### config.mk
export PLATFORM = sky130hd
export DESIGN_NAME = timer_irq_ctrl
export DESIGN_NICKNAME = d
export VERILOG_FILES = /design/src/rtl/timer_irq_ctrl.sv
export SDC_FILE = /design/constraint.sdc
export NUM_CORES = 1
export LEC_CHECK = 0
export BUFFER_PORTS_ARGS = -buffer_cell sky130_fd_sc_hd__clkbuf_2
export CORE_MARGIN = 2
export CORE_UTILIZATION = 51
export DETAILED_ROUTE_END_ITERATION = 12
export GPL_TIMING_DRIVEN = 0
export HOLD_SLACK_MARGIN = 0.15
export PLACE_DENSITY = 0.8
export SYNTH_ARGS = -nofsm -noshare
export SYNTH_HDL_FRONTEND = slang
export SYNTH_SLANG_ARGS = --single-unit
### constraint.sdc
create_clock -name clk -period 2 [get_ports clk]
set_input_delay 0.4 -clock clk [delete_from_list [all_inputs] [get_ports clk]]
set_output_delay 0.4 -clock clk [all_outputs]
set_load 0.02 [all_outputs]
### src/rtl/timer_irq_ctrl.sv
// timer_irq_ctrl: latches counter-done events as pending flags, counts missed events, drives a level IRQ.
// Ports: clk/rst_n (async active-low); AXI4-Lite slave i_axi_*/o_axi_* (full-word, no strobes);
//        i_cnt0_done/i_cnt1_done event inputs (pulse or level); o_irq level interrupt.
// Map: 0x00 STATUS (W1C), 0x04 ENABLE, 0x08 MISSED (write clears), 0x0C IRQ_STAT (RO), else SLVERR.
module timer_irq_ctrl #(
  parameter int AXI_ADDR_BW_p = 12
) (
  input  logic                     clk,
  input  logic                     rst_n,
  input  logic [AXI_ADDR_BW_p-1:0] i_axi_awaddr,
  input  logic                     i_axi_awvalid,
  input  logic [31:0]              i_axi_wdata,
  input  logic                     i_axi_wvalid,
  input  logic                     i_axi_bready,
  input  logic [AXI_ADDR_BW_p-1:0] i_axi_araddr,
  input  logic                     i_axi_arvalid,
  input  logic                     i_axi_rready,
  output logic                     o_axi_awready,
  output logic                     o_axi_wready,
  output logic [1:0]               o_axi_bresp,
  output logic                     o_axi_bvalid,
  output logic                     o_axi_arready,
  output logic [31:0]              o_axi_rdata,
  output logic [1:0]               o_axi_rresp,
  output logic                     o_axi_rvalid,
  input  logic                     i_cnt0_done,
  input  logic                     i_cnt1_done,
  output logic                     o_irq
);
  localparam int IW = AXI_ADDR_BW_p - 2;
  typedef enum logic [1:0] {W_IDLE, W_ACK, W_RESP} w_state_t;
  typedef enum logic [1:0] {R_IDLE, R_ACK, R_DATA} r_state_t;
  w_state_t w_state;
  r_state_t r_state;
  logic [IW-1:0] waddr_q, raddr_q;
  logic [1:0] wdata_q, done_q, pending, enable, ev, w1c;
  logic [7:0] missed0, missed1;
  logic wr_en, w_enable, w_missed, w_bad, r_bad;
  logic [31:0] rd_mux;
  logic unused_ok;
  assign unused_ok = ^{i_axi_awaddr[1:0], i_axi_araddr[1:0], i_axi_wdata[31:2]};
  always_comb begin
    wr_en = w_state == W_ACK;
    w_enable = wr_en && waddr_q == IW'(1);
    w_missed = wr_en && waddr_q == IW'(2);
    w_bad = waddr_q > IW'(3);
    r_bad = raddr_q > IW'(3);
    w1c = (wr_en && waddr_q == IW'(0)) ? wdata_q : 2'b00;
    ev = {i_cnt1_done, i_cnt0_done} & ~done_q;
    rd_mux = raddr_q == IW'(0) ? {30'b0, pending} :
             raddr_q == IW'(1) ? {30'b0, enable} :
             raddr_q == IW'(2) ? {16'b0, missed1, missed0} :
             raddr_q == IW'(3) ? {29'b0, o_irq, pending & enable} : 32'b0;
  end
  // A same-cycle W1C on a flag that is being set again counts as serviced, so no miss is recorded.
  always_ff @(posedge clk or negedge rst_n) begin
    if (!rst_n) begin
      done_q <= '0;
      pending <= '0;
      enable <= '0;
      missed0 <= '0;
      missed1 <= '0;
      o_irq <= 1'b0;
    end else begin
      done_q <= {i_cnt1_done, i_cnt0_done};
      pending <= (pending & ~w1c) | ev;
      enable <= w_enable ? wdata_q : enable;
      missed0 <= w_missed ? 8'd0 :
                 (ev[0] && pending[0] && !w1c[0] && missed0 != 8'hff) ? missed0 + 8'd1 : missed0;
      missed1 <= w_missed ? 8'd0 :
                 (ev[1] && pending[1] && !w1c[1] && missed1 != 8'hff) ? missed1 + 8'd1 : missed1;
      o_irq <= |(pending & enable);
    end
  end
  always_ff @(posedge clk or negedge rst_n) begin
    if (!rst_n) begin
      w_state <= W_IDLE;
      waddr_q <= '0;
      wdata_q <= '0;
      o_axi_awready <= 1'b0;
      o_axi_wready <= 1'b0;
      o_axi_bvalid <= 1'b0;
      o_axi_bresp <= 2'b00;
    end else begin
      case (w_state)
        W_IDLE: if (i_axi_awvalid && i_axi_wvalid) begin
          w_state <= W_ACK;
          waddr_q <= i_axi_awaddr[AXI_ADDR_BW_p-1:2];
          wdata_q <= i_axi_wdata[1:0];
          o_axi_awready <= 1'b1;
          o_axi_wready <= 1'b1;
        end
        W_ACK: begin
          w_state <= W_RESP;
          o_axi_awready <= 1'b0;
          o_axi_wready <= 1'b0;
          o_axi_bvalid <= 1'b1;
          o_axi_bresp <= w_bad ? 2'b10 : 2'b00;
        end
        default: if (i_axi_bready) begin
          w_state <= W_IDLE;
          o_axi_bvalid <= 1'b0;
          o_axi_bresp <= 2'b00;
        end
      endcase
    end
  end
  always_ff @(posedge clk or negedge rst_n) begin
    if (!rst_n) begin
      r_state <= R_IDLE;
      raddr_q <= '0;
      o_axi_arready <= 1'b0;
      o_axi_rvalid <= 1'b0;
      o_axi_rdata <= '0;
      o_axi_rresp <= 2'b00;
    end else begin
      case (r_state)
        R_IDLE: if (i_axi_arvalid) begin
          r_state <= R_ACK;
          raddr_q <= i_axi_araddr[AXI_ADDR_BW_p-1:2];
          o_axi_arready <= 1'b1;
        end
        R_ACK: begin
          r_state <= R_DATA;
          o_axi_arready <= 1'b0;
          o_axi_rvalid <= 1'b1;
          o_axi_rdata <= rd_mux;
          o_axi_rresp <= r_bad ? 2'b10 : 2'b00;
        end
        default: if (i_axi_rready) begin
          r_state <= R_IDLE;
          o_axi_rvalid <= 1'b0;
        end
      endcase
    end
  end
endmodule
**Word-level counts from Yosys, hierarchy flattened**

Index checks and enable logic that the tools add are counted.

- Register bits after elaboration: 89
- Output and inout bits: 42
- Logic and storage cells: 100

- Add/subtract/negate cells: 2
- $lt $le $gt $ge: 2
- Equal/unequal tests: 11
- Multiplexer cells: 26
- Bitwise gates (word level): 8
- Reductions and logical operators: 33

Operator list:

| operator | number |
|---|---|
| 2-to-1 mux 16 bit | 3 |
| 2-to-1 mux 8 bit | 4 |
| equality test 10 x 2 -> 1 bit, second input constant | 3 |
| equality test 10 x 1 -> 1 bit, second input constant | 2 |
| greater-than comparator 10 x 2 -> 1 bit, second input constant | 2 |
| logical NOT 10 bit | 2 |
| adder 8 x 1 -> 8 bit, second input constant | 2 |
| != test 8 bit, second input constant | 2 |
| AND reduction 2 bit | 8 |
| 2-to-1 mux 2 bit | 7 |
| case mux 2 bit (2 select lines) | 3 |
| nonzero test 2 bit | 6 |
| logical AND 1 bit | 10 |
| case mux 1 bit (2 select lines) | 4 |
| AND 2 bit | 3 |
| nonzero test 3 bit | 2 |
| equality test 2 x 1 -> 1 bit, second input constant | 2 |
| logical NOT 2 bit | 2 |
| 2-to-1 mux 1 bit | 4 |
| != test 2 bit, second input constant | 2 |
| inverter 2 bit | 2 |
| 2-to-1 mux 3 bit | 1 |
| logical NOT 1 bit | 2 |
| inverter 1 bit | 2 |
| other kinds (2) | 2 |

**Depth between registers and ports, before layout**

- Word-level depth: 8
- Gate-level depth with buffers: 6

**Worst setup path before layout**

No wires, ideal clock.

- Path kind: reg-to-reg
- From: register missed0[0]
- To: register missed0[7]
- Setup time: 0.079 ns
- Arrival: 1.559 ns
- Setup slack: 0.362 ns
- Cell stages (with the launch flop): 6
- Buffers on the path: 0
- Clock period less this slack: 1.638 ns
- Cells stage by stage: dfrtp_1 ha_1 and3_1 a211o_1 nor4_2 mux2i_1

- Cells in the longest elaborated chain, start to end: 3

RTL lines:

| what | RTL line | text |
|---|---|---|
| start, declared | 37 | `logic [7:0] missed0, missed1;` |
| start signal, assigned | 68 | `missed0 <= w_missed ? 8'd0 :` |
| adder 8 x 1 -> 8 bit or != test 8 bit (tied branches) | 69 | `(ev[0] && pending[0] && !w1c[0] && missed0 != 8'hff) ? missed0 + 8'd1 : missed0;` |
| 2-to-1 mux 8 bit or logical AND 1 bit (tied branches) | 69 |  |
| 2-to-1 mux 8 bit or nonzero test 2 bit (tied branches) | - |  |

Several ways; a longest one is shown, not always the timed one. The select of a mux whose other input is x is not followed.
A chain may end at the register's enable or synchronous reset.

**Worst setup path in the final report**

- From: register waddr_q[2]
- To: register missed1[4]

- Cells in the longest elaborated chain, start to end: 7

RTL lines:

| what | RTL line | text |
|---|---|---|
| start, declared | 35 | `logic [IW-1:0] waddr_q, raddr_q;` |
| start signal, assigned | 88 | `waddr_q <= i_axi_awaddr[AXI_ADDR_BW_p-1:2];` |
| logical NOT 10 bit | 48 | `w1c = (wr_en && waddr_q == IW'(0)) ? wdata_q : 2'b00;` |
| logical AND 1 bit | 48 |  |
| 2-to-1 mux 2 bit | 48 |  |
| logical NOT 1 bit | 71 | `(ev[1] && pending[1] && !w1c[1] && missed1 != 8'hff) ? missed1 + 8'd1 : missed1;` |
| logical AND 1 bit (2 in series) | 71 |  |
| nonzero test 2 bit (no source line) | - |  |
| end signal, assigned | 70 | `missed1 <= w_missed ? 8'd0 :` |
| end, declared | 37 |  |

Several ways; a longest one is shown, not always the timed one.

==> flow_summary.yaml <==
status:
  outcome: "finished, final reports clean"
sta:
  fmax_ghz: 0.5425
  final.period_utilization_pct: 92.16
  slew_violations: 0
  finalSetupViolCount: 0
  worstMarginPinSlew_ns: 0.5527
  hold_viol_final: 0
  worst_slack_ns: 0.1567
  min_period_ns: 1.843
  tns_ns: 0
  rsz0062_at_grt: "false"
  skew_ns: 0.01108
  relSlewSlack_pct: 63.07
critical_path:
  crit_buf_inv: 2
  end_kind: "flop"
  cp_slowest_stage_delay_ns: 0.39
  cp_slowest_cell: "dfrtp_1"
  critical_path.top_delay_family: "simple AND/OR/NAND/NOR gates"
  arrival_ns: 2.05
  reg2reg_from: "waddr_q[2]"
  cp-start-kind: "flop"
  crit_type: "reg -> reg"
  crit_chain: "nor4_2 -> buf_2 -> nand3_2 -> buf_2 -> o311ai_1 -> nand2_1"
  crit_path_frequent_cell: "buf_2"
  worstSetupStartpoint: "waddr_q[2]"
  cp.required_ns: 2.21
  cp_max_fo: 10
pwr:
  ir_worst_vdd_v: 0.0007264
  powerDensity_nw_per_um2: 1200
  p_leak_uw: 0.001942
placed_design:
  preCtsSetupSlack_ns: 0.1340
  globalplace.congestion: 0.8899
  port_buffers: 54
  dp_hpwl_um: 4764
hold_path:
  min_from: "i_cnt0_done"
  min_path_type: "in -> reg"
synthesis:
  synth_mux_area_share_pct: 10.19
  yosysUniqueCellTypes: 45
  ys.flop_type: "dfrtp_1"
  synth-compound-area-share_pct: 13.26
  avgSynthCellArea_um2: 11.48
  synth-edff-count: 0
  synth_top_family_by_area: "simple AND/OR/NAND/NOR gates"
  synth.top_cell.area_share_pct: 53.20
  synthAdderAreaFrac_pct: 0.7493
  ys_ff_latch: 71
  synthArstFlopShare_pct: 100.0
  yosysSeqAreaShare_pct: 53.20
  synthSimpleGateAreaFrac_pct: 14.76
  netlist_area_um2: 3339
  netlist_instances: 291
  yosys_warnings: 0
  yosys.area.top_type: "dfrtp_1"
  synth_area_leaders: "dfrtp_1 53%, mux2_1 5.1%, buf_4 4.3%"
  synth_xor_area_share_pct: 0
cells_and_area:
  antennaDiodeCount: 0
  drive_gt1_share_pct: 30.69
  area_delta_synth_final_pct: 19.67
  fin_nets: 442
  final_cell_mix: "71 x dfrtp_1, 53 x clkbuf_2, 25 x nand2_1, 19 x buf_4, 18 x conb_1"
  layout_commonest_cell: "dfrtp_1"
  fill_cells: 532
die:
  initial_core_util_pct: 52.59
  placeableCoreArea_um2: 6350
  die_width_um: 84.92
  io_pins: 107
  num_rows: 29
  die-height_um: 84.92
  dieArea_um2: 7211
grt:
  grt_max_degree: 38
  grt_antenna_before_repair: 0
  grt_pass1_vias: 2311
  track_usage_pct: 19.27
  grt.overflow.total: 0
  grt_first_pass_wirelength_um: 10960
drt:
  dr.max_layer_used: "met4"
  met3_length_um: 329
  routedWlPerCell_um: 14.03
  vias: 2405
  wirelength_um: 6383
  drt_iter0_drc: 166
  route.met2.wl_um: 2976
  drt-pass1-iter-count: 4
  viasPerCell: 5.286
  drc: 0
  ant_nets: 0
  drt-met1-wl_um: 3054
cts:
  clk_pin_slew_ns: 0.07
  cts_tree: "built"
  clock_latency_ns: 0.34
  htreeDepth: 3
  numCtsBuffers: 9
  cts_max_path_buffers: 2
  root_buffer: "clkbuf_8"
  clkSinkCount: 71
run:
  drv_cap: 0
-- state kept, by name, summed over array words and instances (netlist names) --
signal / count
o_axi_wready: 1
o_axi_arready: 1
missed1: 8
done_q: 2
pending: 2
o_axi_bvalid: 1
o_irq: 1
missed0: 8
o_axi_bresp: 1
w_state: 2
o_axi_rdata: 16
o_axi_rvalid: 1
enable: 2
raddr_q: 10
o_axi_rresp: 1
wdata_q: 2
r_state: 2
waddr_q: 10
-- metal layers --
metal	up-vias	global-route usage [%]
met5	-	0
met4	0	5.916
met3	4	5.545
met2	75	29.13
met1	1131	27.22
li1	1195	-
-- through the flow --
step	util (%)	cell area [um^2]	cells	hold slack, ns	power, uW
after global placement	59.37	3770	439	0.4654	3612
after floorplan	-	3403	308	0.1044	3282
after global routing	62.94	3996	455	0.1608	5152
after CTS	62.80	3988	455	0.1713	4818
after detailed placement	59.72	3792	440	0.4113	3712
final	62.94	3996	455	0.1885	4798
-- cell usage after synthesis (all sizes together) (2+ instances only) --
cell type   n
dfrtp      71
nand3       8
a31oi       5
a21o        4
or3         4
nor3        4
and3        4
mux2       24
nand4       5
ha          2
clkbuf      4
nand2b     11
a41o        2
buf        29
inv        10
o21ai      11
nor3b       2
a22o       14
a211o       2
o22ai       3
and4        2
o311ai      4
nor2b       2
nor4        8
a41oi       2
nor2        4
a21oi      10
nand2      25
mux2i       7
-- worst reg2reg max path, stage by stage (launching register included) --
cell	delay, ns
dfrtp_1	0.39
nor4_2	0.39
buf_2	0.29
nand3_2	0.21
buf_2	0.25
o311ai_1	0.11
nand2_1	0.08
-- worst paths after layout --
path / to / slack (ns) / depth (start not counted)
worst max-delay path: missed1[4] / 0.16 / 6
worst min-delay path: done_q[0] / 0.19 / 1
worst max register to register: missed1[4] / 0.16 / 6
worst min register to register: o_irq / 0.48 / 2
max in group asynchronous: waddr_q[3] / 0.87 / 3
min in group asynchronous: raddr_q[8] / 0.57 / 2
-- cell families (layout without fill, tap and decap cells) --
group,count (synthesis),count (layout)
fa+ha+maj,2,2
simple gates,81,81
buf+inv,43,113
flops,71,71
mux,31,31
compound gates,62,62
other cells,1,18
-- cell type report --
type / count / area (um^2) / area share, %
Buffer: 33 / 220.2 / 5.510
Clock buffer: 10 / 137.6 / 3.444
Clock inverter: 4 / 47.55 / 1.190
Inverter: 10 / 37.54 / 0.9393
Multi-Input combinational cell: 194 / 1378 / 34.47
Sequential cell: 71 / 1777 / 44.46
Tap cell: 77 / 96.34 / 2.411
Timing Repair Buffer: 56 / 302.8 / 7.577
-- report_power, final --
| part | leakage, uW | internal [uW] | switching [uW] |
|---|---|---|---|
| Combinational | 0.000987 | 640 | 753 |
| Sequential | 0.000861 | 1890 | 428 |
| Clock | 0.0000940 | 592 | 495 |
-- timing repair --
| action | 4_1_cts | 5_1_grt |
|---|---|---|
| hold buffers | 1 | 0 |
| resized for setup | 0 | 1 |
| endpoints found under the setup margin | 0 | 4 |
| hold endpoints to repair | 34 | 0 |
| buffers inserted | 0 | 0 |
Power figures use the tool's default switching activity.
